===== src/rtl/dg_pkg.sv =====
// Shared record layout, FSM state type and header packing for the packet generator.
package dg_pkg;

  localparam int REC_DA_LSB    = 0;
  localparam int REC_DA_W      = 4;
  localparam int REC_PRIOR_LSB = 4;
  localparam int REC_PRIOR_W   = 3;
  localparam int REC_LEN_LSB   = 7;
  localparam int REC_LEN_W     = 10;
  localparam int REC_WAIT_LSB  = 17;
  localparam int REC_WAIT_W    = 10;

  // "wait" is a keyword, so the wait-count field is named wait_cyc
  typedef struct packed {
    logic [REC_WAIT_W-1:0]  wait_cyc;
    logic [REC_LEN_W-1:0]   len;
    logic [REC_PRIOR_W-1:0] prior;
    logic [REC_DA_W-1:0]    da;
  } dg_rec_t;

  typedef enum logic [2:0] {
    ST_IDLE,
    ST_FETCH,
    ST_LATCH,
    ST_WAIT,
    ST_HDR,
    ST_DATA,
    ST_DONE
  } dg_state_t;

  function automatic dg_rec_t rec_unpack(input logic [31:0] word);
    dg_rec_t r;
    r.da       = word[REC_DA_LSB    +: REC_DA_W];
    r.prior    = word[REC_PRIOR_LSB +: REC_PRIOR_W];
    r.len      = word[REC_LEN_LSB   +: REC_LEN_W];
    r.wait_cyc = word[REC_WAIT_LSB  +: REC_WAIT_W];
    return r;
  endfunction

  function automatic logic [31:0] hdr_pack(input dg_rec_t r);
    return {15'b0, r.len, r.prior, r.da};
  endfunction

endpackage


===== src/rtl/dg_beat_fmt.sv =====
// Beat word builder: header from the record, or payload {ID, pkt_seq, beat index}.
module dg_beat_fmt import dg_pkg::*; #(
  parameter int ID = 0
) (
  input  dg_rec_t     rec,
  input  logic [11:0] pkt_seq,
  input  logic [9:0]  beat_idx,
  input  logic        sel_hdr,
  output logic [31:0] word
);

  logic [3:0] port_id;

  assign port_id = 4'(ID);

  always_comb begin
    if (sel_hdr) word = hdr_pack(rec);
    else         word = {port_id, pkt_seq, 6'b0, beat_idx};
  end

endmodule


===== src/rtl/dg_pkt_gen.sv =====
// Record-driven packet generator: walks the record RAM from address 0 and emits
// header + payload packets on valid/ready. Define DG_STAT_EN for packet/beat counters.
//
// state | meaning
// IDLE  | after reset, waiting for i_start
// FETCH | RAM read issued at o_ram_addr
// LATCH | record captured from i_ram_rdata; len==0 ends the run
// WAIT  | wait-count down-counter running, leaves at terminal count 0
// HDR   | header beat offered with o_sop
// DATA  | payload beats offered, o_eop on the last
// DONE  | run finished, waiting for i_start
module dg_pkt_gen import dg_pkg::*; #(
  parameter int DATA_WIDTH = 32,
  parameter int ADDR_WIDTH = 10,
  parameter int ID         = 0
) (
  input  logic                  clk,
  input  logic                  rst,
  input  logic                  i_start,
  output logic                  o_ram_en,
  output logic                  o_ram_we,
  output logic [ADDR_WIDTH-1:0] o_ram_addr,
  output logic [DATA_WIDTH-1:0] o_ram_wdata,
  input  logic [DATA_WIDTH-1:0] i_ram_rdata,
  output logic                  o_vld,
  input  logic                  i_rdy,
  output logic                  o_sop,
  output logic                  o_eop,
  output logic [DATA_WIDTH-1:0] o_data,
  output logic                  o_busy,
`ifdef DG_STAT_EN
  output logic [15:0]           o_pkt_cnt,
  output logic [31:0]           o_beat_cnt,
`endif
  output logic                  o_done
);

  dg_state_t state, state_nxt;
  dg_rec_t   rec, rec_rd;
  logic [9:0]  wait_cnt, beat_idx, beat_nxt;
  logic [11:0] pkt_seq;
  logic [31:0] fmt_word;
  logic hs, last_beat, eop_hs, start_ok, addr_last, sel_hdr;
  logic vld_d, sop_d, eop_d, ram_en_d, busy_d, done_d;
  logic [DATA_WIDTH-1:0] data_d;

  assign o_ram_we    = 1'b0;
  assign o_ram_wdata = '0;

  assign rec_rd    = rec_unpack(i_ram_rdata);
  assign hs        = o_vld & i_rdy;
  assign last_beat = (beat_idx == rec.len - 10'd1);
  assign eop_hs    = hs & (state == ST_DATA) & last_beat;
  assign start_ok  = i_start & ((state == ST_IDLE) | (state == ST_DONE));
  assign addr_last = &o_ram_addr;
  assign sel_hdr   = (state_nxt == ST_HDR);

  always_ff @(posedge clk) begin
    if (rst) state <= ST_IDLE;
    else     state <= state_nxt;
  end

  always_comb begin
    state_nxt = state;
    case (state)
      ST_IDLE, ST_DONE: if (i_start) state_nxt = ST_FETCH;
      ST_FETCH:         state_nxt = ST_LATCH;
      ST_LATCH:         state_nxt = (rec_rd.len == '0) ? ST_DONE : ST_WAIT;
      ST_WAIT:          if (wait_cnt == '0) state_nxt = ST_HDR;
      ST_HDR:           if (hs) state_nxt = ST_DATA;
      ST_DATA:          if (hs && last_beat) state_nxt = addr_last ? ST_DONE : ST_FETCH;
      default:          state_nxt = ST_IDLE;
    endcase
  end

  // Outputs are registered from the next state so they line up with the state they describe
  always_comb begin
    beat_nxt = beat_idx;
    if (state == ST_HDR)            beat_nxt = '0;
    else if (state == ST_DATA && hs) beat_nxt = beat_idx + 10'd1;
    vld_d    = (state_nxt == ST_HDR) || (state_nxt == ST_DATA);
    sop_d    = (state_nxt == ST_HDR);
    eop_d    = (state_nxt == ST_DATA) && (beat_nxt == rec.len - 10'd1);
    ram_en_d = (state_nxt == ST_FETCH);
    busy_d   = !((state_nxt == ST_IDLE) || (state_nxt == ST_DONE));
    done_d   = (state_nxt == ST_DONE);
    data_d   = vld_d ? DATA_WIDTH'(fmt_word) : '0;
  end

  dg_beat_fmt #(.ID(ID)) u_fmt (
    .rec      (rec),
    .pkt_seq  (pkt_seq),
    .beat_idx (beat_nxt),
    .sel_hdr  (sel_hdr),
    .word     (fmt_word)
  );

  always_ff @(posedge clk) begin
    if (rst) begin
      o_vld    <= 1'b0;
      o_sop    <= 1'b0;
      o_eop    <= 1'b0;
      o_ram_en <= 1'b0;
      o_busy   <= 1'b0;
      o_done   <= 1'b0;
      o_data   <= '0;
    end else begin
      o_vld    <= vld_d;
      o_sop    <= sop_d;
      o_eop    <= eop_d;
      o_ram_en <= ram_en_d;
      o_busy   <= busy_d;
      o_done   <= done_d;
      o_data   <= data_d;
    end
  end

  always_ff @(posedge clk) begin
    if (rst) begin
      rec        <= '0;
      wait_cnt   <= '0;
      beat_idx   <= '0;
      pkt_seq    <= '0;
      o_ram_addr <= '0;
    end else begin
      beat_idx <= beat_nxt;
      if (start_ok) begin
        o_ram_addr <= '0;
        pkt_seq    <= '0;
      end else if (eop_hs) begin
        pkt_seq <= pkt_seq + 12'd1;
        if (!addr_last) o_ram_addr <= o_ram_addr + ADDR_WIDTH'(1);
      end
      if (state == ST_LATCH) begin
        rec      <= rec_rd;
        wait_cnt <= rec_rd.wait_cyc;
      end else if (state == ST_WAIT && wait_cnt != '0) begin
        wait_cnt <= wait_cnt - 10'd1;
      end
    end
  end

`ifdef DG_STAT_EN
  always_ff @(posedge clk) begin
    if (rst || start_ok) begin
      o_pkt_cnt  <= '0;
      o_beat_cnt <= '0;
    end else begin
      if (hs && !(&o_beat_cnt))    o_beat_cnt <= o_beat_cnt + 32'd1;
      if (eop_hs && !(&o_pkt_cnt)) o_pkt_cnt  <= o_pkt_cnt + 16'd1;
    end
  end
`endif

endmodule

===== config.mk =====
export PLATFORM = sky130hd
export DESIGN_NAME = dg_pkt_gen
export DESIGN_NICKNAME = d
export VERILOG_FILES = /design/src/rtl/dg_pkg.sv /design/src/rtl/dg_beat_fmt.sv /design/src/rtl/dg_pkt_gen.sv
export SDC_FILE = /design/constraint.sdc
export NUM_CORES = 1
export LEC_CHECK = 0
export CAP_MARGIN = 40
export CORE_AREA = 4 4 141 116
export DETAILED_ROUTE_END_ITERATION = 8
export DIE_AREA = 0 0 145 120
export HOLD_SLACK_MARGIN = 0.05
export REMOVE_ABC_BUFFERS = 1
export SLEW_MARGIN = 0
export SYNTH_ARGS = -nofsm -noshare
export SYNTH_HDL_FRONTEND = slang
export SYNTH_SLANG_ARGS = --single-unit

===== constraint.sdc =====
create_clock -name clk -period 5.3 [get_ports clk]
set_input_delay 1.325 -clock clk [delete_from_list [all_inputs] [get_ports clk]]
set_output_delay 1.325 -clock clk [all_outputs]
set_load 0.05 [all_outputs]

==> metrics.txt, run 1 <==
status=complete, no violations; Final ANT Viol Nets=0; Peak Freq=257 MHz; vias in the first global route=4204; cell-internal power=1300 uW; Mapped Area=5110 sq um; Sw Share=34.3%; Placer Congestion=0.880; critical-path cell list=clkdlybuf4s50_1, or4_1, nor4_1, o21ai_1, a21oi_1, o41ai_2, or3_1, a211oi_1; worst-case clock buffer depth=2; total congestion overflow=0; CTS clk-pin slew, worst paths=0.07 ns; Least-Margin Pin Slew=0.622 ns; RSZ-0062 raised after global routing=no; initial antenna violation count=0; clock sinks=96; area growth from synthesis to layout=20.7%; sw power=679 uW; initial drt markers=228; clock power share=32.9%; 1st-pass router iterations=5; Setup-failing EPs final=0; final wirelength=13100 um; number of remaining DRC errors=0; Die Y=120 um; largest net degree at the start of global routing=38; synthesized area per cell=8.26 sq um; Setup Skew=0.00955 ns; Req. time, crit path=5.57 ns; die area=17400 sq um; type of the worst min-delay path=reg2reg; Tcrit/Tclk final=73.3%; fillers=1469; final core area utilization=41.5%; Max-cap violations=0; nets@finish=719; Gate power share=26.2%; CP Capture Type=flip-flop; pre-CTS WS=1.06 ns; share of cells above drive strength 1=7.03%; Critical Path Source Type=primary input; global-route wire length before repair=21200 um; largest fanout on the critical path=12; htree depth=3; PnR Total Power=1980 uW; CP max stage cell=or3_1; port bufs=74; PwrDens=320 nW/um^2; Initial Utilization=34.4%; Post-CTS Setup Repair Bufs=0; max incr delay on CP=0.61 ns; post-layout min period=3.89 ns; DPL Wire Length=9650 um; Die X=145 um; top_reg_cell synth=dfxtp_1; commonest non-fill, non-tap cell in the layout=dfxtp_1; Post-Synthesis Cells=619; Setup WS post-layout=1.41 ns; Hold Vio Cnt, Final=0; # rows=40; commonest non-fill, non-tap cells in the layout=dfxtp_1 (96), nand2_1 (79), clkdlybuf4s50_1 (74); Placed Instance Area=5870 sq um; antenna diode count=0; Worst-Skew Late Latency=0.36 ns; Vias/cell=5.06; total negative slack=0 ns; core footprint=14900 sq um; io pins=117; GRT Total Usage=14.8%; total CTS buffers=9; drt wl/cell=15.0 um; static leakage=0.00226 uW; Synth Register Bits=96; fin. max-slew vios=0; crit path kind=in2reg; CTS tree=built; CP bufs+invs=1; design area=6170 sq um; unique cell type count in the Yosys netlist=67; Post-synth EDFFs=0; sequential share of the synthesized area=37.6%; CTS resizes=0; Synth async-reset ratio=0%; CP delay by family, top=simple AND/OR/NAND/NOR gates; DR vias=4411; slew margin rel.=58.1%; hold buffers post-CTS=0; Seq pwr share=40.9%; Synthesis Warnings=0; CP Data Arrival Time=4.15 ns; maximum vdd drop=0.152 mV; clk root buf=clkbuf_16
-- area by class of cell --
type                            instances  area [sq um]  share of cell area (%)
Multi-Input combinational cell        477          2860                    46.4
Sequential cell                        96          1920                    31.1
Timing Repair Buffer                   82           808                    13.1
Clock buffer                           10           239                    3.87
Tap cell                              189           236                    3.83
Clock inverter                          6          60.1                   0.973
Inverter                               12          45.0                   0.730
-- synthesized netlist by cell type (all sizes together), types with 2 or more instances --
| master | count | share of area (%) |
|---|---|---|
| nor2b | 4 | 0.49 |
| xnor2 | 21 | 3.6 |
| and4 | 4 | 0.69 |
| and3 | 4 | 0.49 |
| mux2i | 14 | 2.7 |
| nand2b | 15 | 1.8 |
| nand2 | 79 | 5.8 |
| o31ai | 5 | 0.83 |
| a2bb2oi | 3 | 0.51 |
| a211oi | 10 | 1.7 |
| a31oi | 3 | 0.49 |
| or4 | 11 | 1.7 |
| or2 | 2 | 0.24 |
| ha | 5 | 1.2 |
| and2 | 18 | 2.2 |
| or3 | 13 | 1.7 |
| nor2 | 57 | 4.2 |
| nand3b | 2 | 0.29 |
| nor3b | 7 | 1.1 |
| nand4 | 15 | 1.8 |
| o21ai | 20 | 2.0 |
| o31a | 3 | 0.51 |
| inv | 12 | 0.88 |
| clkbuf | 24 | 1.8 |
| buf | 46 | 6.7 |
| nor4 | 12 | 2.0 |
| and4b | 2 | 0.47 |
| a21oi | 46 | 4.5 |
| nand3 | 17 | 1.7 |
| a22oi | 3 | 0.44 |
| o211ai | 2 | 0.29 |
| nor3 | 15 | 1.6 |
| dfxtp | 96 | 38 |
| nor4b | 3 | 0.81 |
| o41ai | 2 | 0.49 |
| o311ai | 2 | 0.34 |
| xor2 | 9 | 1.5 |
-- registers in the layout (all words and copies together) (netlist names), 3 cells and up --
name	count
o_data	28
rec	17
pkt_seq	12
beat_idx	10
o_ram_addr	10
wait_cnt	10
state	3
-- path summary, 6_finish.rpt --
path | start | end | slack [ns] | cells after the start
max reg2reg | rec[7] | o_data[8] | 1.89 | 9
min | rec[3] | rec[3] | 0.46 | 2
max | i_ram_rdata[13] | o_data[1] | 1.41 | 8
min reg2reg | rec[3] | rec[3] | 0.46 | 2
-- stage by stage --
stage          std cells  hold WS [ns]
3_5_place_dp         856         0.449
3_3_place_gp         855         0.444
2_1_floorplan        585         0.431
6_report             872         0.456
4_1_cts              872         0.458
5_1_grt              872         0.489
-- routing by layer --
metal / global-route usage [%] / share of wire [%] / vias up
li1: - / - / 2206
met1: 19.3 / 47 / 2058
met2: 24.1 / 46 / 132
met3: 3.66 / 5.4 / 15
met4: 4.63 / 1.5 / 0
met5: 0 / 0 / -
-- power by group through the flow --
stage          Combinational, uW  Sequential [uW]  Clock (uW)
3_5_place_dp                 517              824           0
5_1_grt                      574              814         693
4_1_cts                      519              807         669
2_1_floorplan                380              821           0
6_report                     519              808         650
3_3_place_gp                 502              822           0
-- tightest hold or removal path: stages, from the launching register on --
cell and delay [ns]:
dfxtp_1 0.31, nand2_1 0.05, a21oi_1 0.05
-- cells by family (layout without fill, tap and decap cells) --
family	count (synthesis)	in the layout	share of synthesized area (%)
xor+xnor	31	31	5.61
compound gates	106	106	13.5
fa+ha+maj	5	5	1.22
simple gates	283	283	29.7
flops	96	96	37.6
other cells	1	37	0.0734
buf+inv	82	110	9.30
mux	15	15	2.96
(Power assumes the default switching activity.)
==> run 2: changes to the inputs <==
==> constraint.sdc (replaced) <==
create_clock -name clk -period 4 [get_ports clk]
set_input_delay 1 -clock clk [delete_from_list [all_inputs] [get_ports clk]]
set_output_delay 1 -clock clk [all_outputs]
set_load 0.05 [all_outputs]
==> run 2 against run 1 <==
  * Hold slack improved by 0.0025 ns
  * Design area rose by 1.4%
  * First-iteration DRC count down 27%
  * Critical path depth up 2
  * Cell count grew 0.80%
  * Via count increased by 2.0%
  * Register-to-register slack got worse by 0.92 ns
  * Global-route usage up 0.50 points
  * Largest power group unchanged
  * Core utilization increased by 0.58 points
==> metrics.txt, run 2 (synthesis gave the netlist of run 1 again) <==
fillers=1449; Placed Cells incl. Taps=863; fin. max-slew vios=0; Max-cap violations=0; Placer Congestion=0.899; hold buffers post-CTS=0; final wirelength=13200 um; type of the worst min-delay path=reg2reg; worst-case clock buffer depth=2; total CTS buffers=9; crit path kind=in2reg; CTS clk-pin slew, worst paths=0.06 ns; Vias/cell=5.12; largest net degree at the start of global routing=31; Least-Margin Pin Slew=0.623 ns; RSZ-0062 raised after global routing=no; htree depth=3; nets@finish=726; DR vias=4499; commonest non-fill, non-tap cell in the layout=dfxtp_1; core footprint=14900 sq um; die area=17400 sq um; Req. time, crit path=4.29 ns; Tcrit/Tclk final=85.9%; Setup-failing EPs final=0; Critical Path Source Type=primary input; final std cells w/o fill=879; Peak Freq=291 MHz; Initial Utilization=34.4%; hold_ws=0.459 ns; Worst-Skew Late Latency=0.35 ns; CTS tree=built; clock sinks=96; DPL Wire Length=9710 um; Setup Skew=0.00880 ns; GRT Total Usage=15.3%; # rows=40; slew margin rel.=58.0%; post-layout min period=3.44 ns; antenna diode count=0; Die X=145 um; met2 wire len=6030 um; vias in the first global route=4287; max reg flops=28; Post-CTS Setup Repair Bufs=0; Routed met3 length=727 um; io pins=117; 1st-pass router iterations=6; Final ANT Viol Nets=0; maximum vdd drop=0.215 mV; CP Data Arrival Time=3.73 ns; PnR Total Power=2700 uW; CP Capture Type=flip-flop; largest registers=o_data: 28 flops, rec: 17 flops, pkt_seq: 12 flops; area growth from synthesis to layout=22.4%; initial antenna violation count=0; port bufs=74; Met1 Wirelength=6230 um; total congestion overflow=0; static leakage=0.00231 uW; drt wl/cell=15.0 um; PwrDens=432 nW/um^2; highest metal used=met4; initial drt markers=166; CTS resizes=0; share of cells above drive strength 1=7.83%; Largest Register=o_data; Hold Vio Cnt, Final=0; total negative slack=0 ns; number of remaining DRC errors=0; commonest non-fill, non-tap cells in the layout=dfxtp_1 (96), nand2_1 (79), clkdlybuf4s50_1 (74); clk root buf=clkbuf_16; status=complete, no violations; largest fanout on the critical path=7; Die Y=120 um; global-route wire length before repair=21800 um
-- run 2: per-layer routing --
metal / global-route usage, % / up-vias
met1: 19.9 / 2128
li1: - / 2230
met3: 4.87 / 16
met5: 0 / -
met2: 24.3 / 125
met4: 4.33 / 0
-- run 2: where the power goes --
part           switching, uW  internal (uW)
Sequential              67.3           1000
Combinational            428            267
Clock                    386            553
-- run 2: final timing paths --
kind	start	to	slack [ns]	cells after the start
setup / recovery	i_ram_rdata[12]	o_data[12]	0.56	10
setup reg to reg	rec[8]	o_ram_addr[3]	0.97	9
hold / removal	rec[3]	rec[3]	0.46	2
hold reg to reg	rec[3]	rec[3]	0.46	2
-- run 2: area by class of cell --
class                      count  area (sq um)  area share (%)
multi-input combinational    477          2860            45.7
sequential                    96          1920            30.7
timing repair buffer          89           873            14.0
tap                          189           236            3.78
clock buffer                  10           229            3.66
clock inverter                 6          91.3            1.46
inverter                      12          45.0           0.720
-- run 2: stage by stage --
step	utilization [%]	setup slack [ns]	area (sq um)
floorplan	-	0.411	4820
global placement	39.8	0.278	5920
detailed placement	39.9	0.228	5940
CTS	42.1	0.588	6260
global route	42.1	0.368	6260
finish	42.1	0.563	6260
-- run 2: worst max-delay path, stage by stage --
cell	delay, ns
clkdlybuf4s50_1	0.45
or4_1	0.57
nor4_1	0.33
buf_4	0.18
o21ai_1	0.07
a21oi_1	0.17
o41ai_2	0.11
buf_4	0.18
nor4b_4	0.47
and2_1	0.19
